==> config.mk <==
export PLATFORM = sky130hd
export DESIGN_NAME = ptos_nibble_flat
export DESIGN_NICKNAME = d
export VERILOG_FILES = /design/src/rtl/ptos_nibble_if.sv /design/src/rtl/ptos_nibble.sv /design/src/flat_wrapper.sv
export SDC_FILE = /design/constraint.sdc
export NUM_CORES = 1
export LEC_CHECK = 0
export BUFFER_PORTS_ARGS = -buffer_cell sky130_fd_sc_hd__buf_2
export CORE_ASPECT_RATIO = 1.25
export CORE_MARGIN = 5
export CORE_UTILIZATION = 45
export DETAILED_ROUTE_END_ITERATION = 8
export GPL_TIMING_DRIVEN = 0
export REMOVE_ABC_BUFFERS = 1
export SLEW_MARGIN = 20
export SYNTH_ARGS = -nofsm -noshare
export SYNTH_HDL_FRONTEND = slang
export SYNTH_SLANG_ARGS = --single-unit
export TNS_END_PERCENT = 10
==> constraint.sdc <==
create_clock -name sclk -period 1.5 [get_ports sclk]
set_clock_uncertainty 0.05 [all_clocks]
set_input_delay 0.075 -clock sclk [delete_from_list [all_inputs] [get_ports sclk]]
set_output_delay 0.075 -clock sclk [all_outputs]
set_load 0.05 [all_outputs]
==> src/rtl/ptos_nibble_if.sv <==
`default_nettype none
// ============================================================================
// Module      : ptos_nibble_if
// Description : Signal bundle for the parallel-to-serial nibble transmitter.
//               Carries the nibble source handshake (data / ask_for_data) and
//               the two-wire serial line (scl / sda) plus the busy flag.
// Ports       : master - transmitter side (drives ask/scl/sda/busy, reads data)
//               slave  - source/line side (drives data, observes the rest)
// Revision    : 1.0 - initial release
// ============================================================================
interface ptos_nibble_if;
  logic [3:0] data;          // parallel nibble from the data source
  logic       ask_for_data;  // one-cycle request pulse to the data source
  logic       scl;           // serial clock line, idle high
  logic       sda;           // serial data line, idle high
  logic       busy;          // high while a frame is in progress

  modport master (
    input  data,
    output ask_for_data,
    output scl,
    output sda,
    output busy
  );

  modport slave (
    output data,
    input  ask_for_data,
    input  scl,
    input  sda,
    input  busy
  );
endinterface
`default_nettype wire

==> src/rtl/ptos_nibble.sv <==
`default_nettype none
// ============================================================================
// Module      : ptos_nibble
// Description : Requests a nibble from a parallel source, then shifts it out
//               MSB first on a two-wire line framed by start/stop conditions.
//               A frame (REQ..STOP_H) is 13 cycles, separated by GAP_CYCLES
//               idle cycles.
// Ports       : sclk - system clock, rising edge active
//               rst  - asynchronous reset, active low
//               bus  - ptos_nibble_if.master (data in; ask_for_data, scl,
//                      sda, busy out; all outputs registered)
// Revision    : 1.0 - initial release
// ============================================================================
module ptos_nibble #(
  parameter int GAP_CYCLES = 2   // idle cycles before each request, 1..15
) (
  input  wire logic           sclk,
  input  wire logic           rst,
  ptos_nibble_if.master       bus
);

  typedef enum logic [2:0] {
    IDLE   = 3'd0,
    REQ    = 3'd1,
    WAIT   = 3'd2,
    START  = 3'd3,
    BIT_L  = 3'd4,
    BIT_H  = 3'd5,
    STOP_L = 3'd6,
    STOP_H = 3'd7
  } state_e;

  // Last gap count value spent in IDLE; clamped so an out-of-range parameter
  // still yields a usable gap of 1..15 cycles.
  localparam int       c_GAP_CLAMP = (GAP_CYCLES < 1)  ? 1  :
                                     (GAP_CYCLES > 15) ? 15 : GAP_CYCLES;
  localparam logic [3:0] c_GAP_LAST = 4'(c_GAP_CLAMP - 1);
  localparam logic [3:0] c_GAP_MAX  = 4'hF;

  state_e     state_q, state_d;
  logic [3:0] shift_q, shift_d;
  logic [1:0] bit_cnt_q, bit_cnt_d;
  logic [3:0] gap_cnt_q, gap_cnt_d;

  logic       scl_q, scl_d;
  logic       sda_q, sda_d;
  logic       ask_q, ask_d;
  logic       busy_q, busy_d;

  // --------------------------------------------------------------------------
  // State and output registers
  // --------------------------------------------------------------------------
  always_ff @(posedge sclk or negedge rst) begin
    if (!rst) begin
      state_q   <= IDLE;
      shift_q   <= 4'h0;
      bit_cnt_q <= 2'd0;
      gap_cnt_q <= 4'h0;
      scl_q     <= 1'b1;
      sda_q     <= 1'b1;
      ask_q     <= 1'b0;
      busy_q    <= 1'b0;
    end else begin
      state_q   <= state_d;
      shift_q   <= shift_d;
      bit_cnt_q <= bit_cnt_d;
      gap_cnt_q <= gap_cnt_d;
      scl_q     <= scl_d;
      sda_q     <= sda_d;
      ask_q     <= ask_d;
      busy_q    <= busy_d;
    end
  end

  // --------------------------------------------------------------------------
  // Next-state and output decode.
  // The line outputs are decoded from the current state and registered, so
  // every pin shows the state one cycle after the state register enters it.
  // This keeps the data input off any combinational path to a pin, and the
  // one-cycle lag is what places the first request at edge GAP_CYCLES+1
  // after reset release.
  // --------------------------------------------------------------------------
  always_comb begin
    state_d   = state_q;
    shift_d   = shift_q;
    bit_cnt_d = bit_cnt_q;
    gap_cnt_d = gap_cnt_q;
    scl_d     = 1'b1;
    sda_d     = 1'b1;
    ask_d     = 1'b0;
    busy_d    = 1'b1;

    case (state_q)
      IDLE: begin
        busy_d = 1'b0;
        if (gap_cnt_q != c_GAP_MAX) begin
          gap_cnt_d = gap_cnt_q + 4'd1;
        end
        if (gap_cnt_q >= c_GAP_LAST) begin
          state_d = REQ;
        end
      end

      REQ: begin
        ask_d   = 1'b1;
        state_d = WAIT;
      end

      // The source answers within one period of the request pulse, so the
      // nibble is stable by the time this state is left.
      WAIT: begin
        shift_d   = bus.data;
        bit_cnt_d = 2'd3;
        state_d   = START;
      end

      // sda falls while scl is high: start condition.
      START: begin
        sda_d   = 1'b0;
        state_d = BIT_L;
      end

      // Data only changes while scl is low.
      BIT_L: begin
        scl_d   = 1'b0;
        sda_d   = shift_q[bit_cnt_q];
        state_d = BIT_H;
      end

      BIT_H: begin
        sda_d = sda_q;
        if (bit_cnt_q == 2'd0) begin
          state_d = STOP_L;
        end else begin
          bit_cnt_d = bit_cnt_q - 2'd1;
          state_d   = BIT_L;
        end
      end

      STOP_L: begin
        scl_d   = 1'b0;
        sda_d   = 1'b0;
        state_d = STOP_H;
      end

      // Leaving here releases sda while scl stays high: stop condition.
      STOP_H: begin
        sda_d     = 1'b0;
        gap_cnt_d = 4'h0;
        state_d   = IDLE;
      end

      default: begin
        busy_d    = 1'b0;
        gap_cnt_d = 4'h0;
        state_d   = IDLE;
      end
    endcase
  end

  assign bus.scl          = scl_q;
  assign bus.sda          = sda_q;
  assign bus.ask_for_data = ask_q;
  assign bus.busy         = busy_q;

endmodule
`default_nettype wire

==> src/flat_wrapper.sv <==
// flat-port wrapper written by rule: the top's interface ports become plain ports
module ptos_nibble_flat 
#(
  parameter int GAP_CYCLES = 2                                            
)
  (sclk, rst, bus_data, bus_ask_for_data, bus_scl, bus_sda, bus_busy);
  ptos_nibble_if bus_i ();
  input  wire logic sclk;
  input  wire logic rst;
  input wire logic [$bits(bus_i.data)-1:0] bus_data;
  output wire logic [$bits(bus_i.ask_for_data)-1:0] bus_ask_for_data;
  output wire logic [$bits(bus_i.scl)-1:0] bus_scl;
  output wire logic [$bits(bus_i.sda)-1:0] bus_sda;
  output wire logic [$bits(bus_i.busy)-1:0] bus_busy;
  assign bus_i.data = bus_data;
  assign bus_ask_for_data = bus_i.ask_for_data;
  assign bus_scl = bus_i.scl;
  assign bus_sda = bus_i.sda;
  assign bus_busy = bus_i.busy;
  ptos_nibble #(.GAP_CYCLES(GAP_CYCLES)) u_core (.sclk(sclk), .rst(rst), .bus(bus_i));
endmodule
==> impl_results.md <==
* Die area at 2780 um2
* CTS Buffer Depth at 2
* Seq cells post-synth at 17
* Dpl cell area at 872 um2
* Yosys warning total at 0
* Rel. slew slack at 0.746
* Endpoints failing hold at 0
* Clock transition at path regs at 100 ps
* Pin count of the biggest net entering global routing at 18
* Dominant synthesized flop cell: dfrtp_1
* CP Capture Type: flip-flop
* H-tree Lvls at 1
* Fin crit share at 0.937
* DRC at 0
* Nets@finish at 101
* First-pass GRT wire length at 2660 um
* Clk Latency, worst-skew pair at 280 ps
* Final Slew Violations at 0
* Routability cong. at 0.865
* Grt total ovfl at 0
* Die width at 48.2 um
* WP data arrival at 1580 ps
* CP required at 1670 ps
* Max Cap Viol at 0
* HPWL Detailed at 1020 um
* Footprint of the multi-input gates at 355 um2
* P_leak at 0.428 nW
* Die H at 57.7 um
* Largest area contributor in the netlist: dfrtp_1
* Synth cell types at 26
* F_max at 711 MHz
* Post-route ant nets at 0
* I/O pins at 10
* Layout fillers at 158
* Startpoint types: flip-flop
* RSZ-0062 raised after global routing: no
* Slew @ Worst Pin at 380 ps
* Register Area at 430 um2
* Hold Crit Class: input port to asynchronous set/reset pin
* PD cells at 773 nW/um2
* Status: complete, no violations
* Finished Core Util at 0.547
* CP max FO at 5
* Placeable Area at 1740 um2
* First-pass detailed-route iteration total at 4
* Fin crit period at 1410 ps
* Clock sinks at 17
* Post-synthesis cell count at 74
* Register area share after synthesis at 0.522
* Final wirelength at 1460 um
* EDFF count, synth at 0
* Peak supply drop at 0.509 mV
* Final setup vio count at 0
* Global-route usage over all layers at 0.133
* Area Growth Syn to Fin at 16.3%
* Per-cell routed wire length at 13.4 um
* Syn Area/Cell at 11.1 um2
* IO Port Bufs at 9
* CTS Root Cell: clkbuf_4
* Final Instance Area at 953 um2
* Std-Cell Rows at 17
* CP Class: flip-flop to flip-flop
* CTS Buf Count at 3
* Setup Fix Bufs, Post-CTS at 0
* Yosys top cell area share at 0.458
* Initial antenna violation count at 0
* CTS tree: done
* Vias in the first global route at 608
* Share of layout cells above drive strength 1 at 0.267
* 1st-iter DRT viols at 10
* Post-Synthesis Cell Area at 820 um2
* N_diodes at 0
* Via Count at 581
* Ys async rst share at 1.00
* Starting Density at 0.470
* Vias/cell at 5.33
* Synth area leaders: dfrtp_1 (46%), dfstp_2 (6.4%), ha_1 (6.1%)
repair_timing:
action / CTS / global route
hold buffers: 5 / 0
resized for setup: 1 / 2
endpoints found under the setup margin: 4 / 5
gates cloned: 0 / 0
endpoints found under the hold margin: 21 / 0
where the power goes:
| part | internal [mW] | switching [mW] |
|---|---|---|
| sequential | 0.464 | 0.00253 |
| combinational | 0.0190 | 0.0132 |
| clock | 0.103 | 0.136 |
| total | 0.586 | 0.151 |
state kept, by name, summed over array words and instances, names as in the netlist:
| register | cells |
|---|---|
| u_core.bit_cnt_q | 2 |
| u_core.bus.ask_for_data | 1 |
| u_core.bus.busy | 1 |
| u_core.bus.scl | 1 |
| u_core.bus.sda | 1 |
| u_core.gap_cnt_q | 4 |
| u_core.shift_q | 4 |
| u_core.state_q | 3 |
cells in the mapped netlist, drive strengths merged (3+ instances only):
| cell | instances |
|---|---|
| mux2 | 4 |
| nor2 | 7 |
| nand3 | 4 |
| nand2b | 3 |
| dfrtp | 15 |
| inv | 6 |
| ha | 4 |
| a21oi | 4 |
| o21ai | 5 |
| nor2b | 3 |
per-layer routing:
| metal | vias up | wire length (um) | share of wire | track usage |
|---|---|---|---|---|
| li1 | 294 | - | - | - |
| met1 | 278 | 685 | 0.47 | 0.179 |
| met2 | 7 | 697 | 0.48 | 0.190 |
| met3 | 2 | 60 | 0.041 | 0.0342 |
| met4 | 0 | 16 | 0.011 | 0.0692 |
| met5 | - | 0 | 0 | 0 |
final timing paths:
| check | end | startpoint | slack, ps | depth (start not counted) |
|---|---|---|---|---|
| worst max register to register | u_core.bus.sda$_DFFE_PN1P_ | u_core.bit_cnt_q[0]$_DFFE_PN0P_ | 90 | 2 |
| min in group sclk | u_core.shift_q[2]$_DFFE_PN0P_ | u_core.shift_q[2]$_DFFE_PN0P_ | 460 | 1 |
| worst min-delay path | u_core.state_q[1]$_DFFE_PN0P_ | rst | 180 | 2 |
| worst min register to register | u_core.shift_q[2]$_DFFE_PN0P_ | u_core.shift_q[2]$_DFFE_PN0P_ | 460 | 1 |
| worst max-delay path | u_core.bus.sda$_DFFE_PN1P_ | u_core.bit_cnt_q[0]$_DFFE_PN0P_ | 90 | 2 |
| max in group asynchronous | u_core.bus.sda$_DFFE_PN1P_ | rst | 900 | 2 |
logic make-up after synthesis:
family | count (synthesis) | synth area share
flip-flops | 17 | 0.522
XOR/XNOR | 1 | 0.0107
AND/OR/NAND/NOR | 24 | 0.160
multiplexers | 5 | 0.0824
buffers and inverters | 8 | 0.0473
AO/OA/AOI/OAI | 15 | 0.116
adder cells (fa/ha/maj) | 4 | 0.0611
metrics by stage:
stage                     hold WS (ps)  TNS (ps)  worst slack (ps)  power [mW]  cells
after floorplan                   -271         0               117       0.481     72
after global placement           -38.0      -141             -37.1       0.497    100
after detailed placement         -34.5      -176             -47.5       0.498    100
after CTS                          177         0              12.9       0.759    109
after global routing               203         0              4.84       0.780    109
final                              183         0              94.3       0.737    109
layout by cell type (no fill, tap or decap):
cell and instances:
dfrtp_1 13, buf_2 9, nor2_1 6, inv_1 5, o21ai_0 5, dlygate4sd3_1 5, nand3_1 4, a21oi_1 4
mux2_2 4, ha_1 4, nand2b_1 3, nor2b_1 3, clkbuf_4 3, and3_1 2, nand2_1 2, o221ai_1 2
dfstp_2 2, dfrtp_2 2, nor3_4 1, inv_2 1, a31oi_1 1, a311oi_1 1, nor2_2 1, mux4_2 1
a221o_1 1, o21a_1 1, nor4_1 1, nor3_1 1, xnor2_1 1, clkbuf_1 1
critical path, cell delays in order, from the launching register on:
cell     delay [ps]
dfrtp_1         440
mux4_2          530
a221o_1         330
cell type report:
cell class / instances / share of cell area
well taps: 19 / 0.0249
multi-input cells: 49 / 0.373
inverters: 6 / 0.0236
repair buffers: 14 / 0.0997
clock buffers: 4 / 0.0276
flip-flops and latches: 17 / 0.451
No activity file was read; power rests on OpenSTA's default activity.
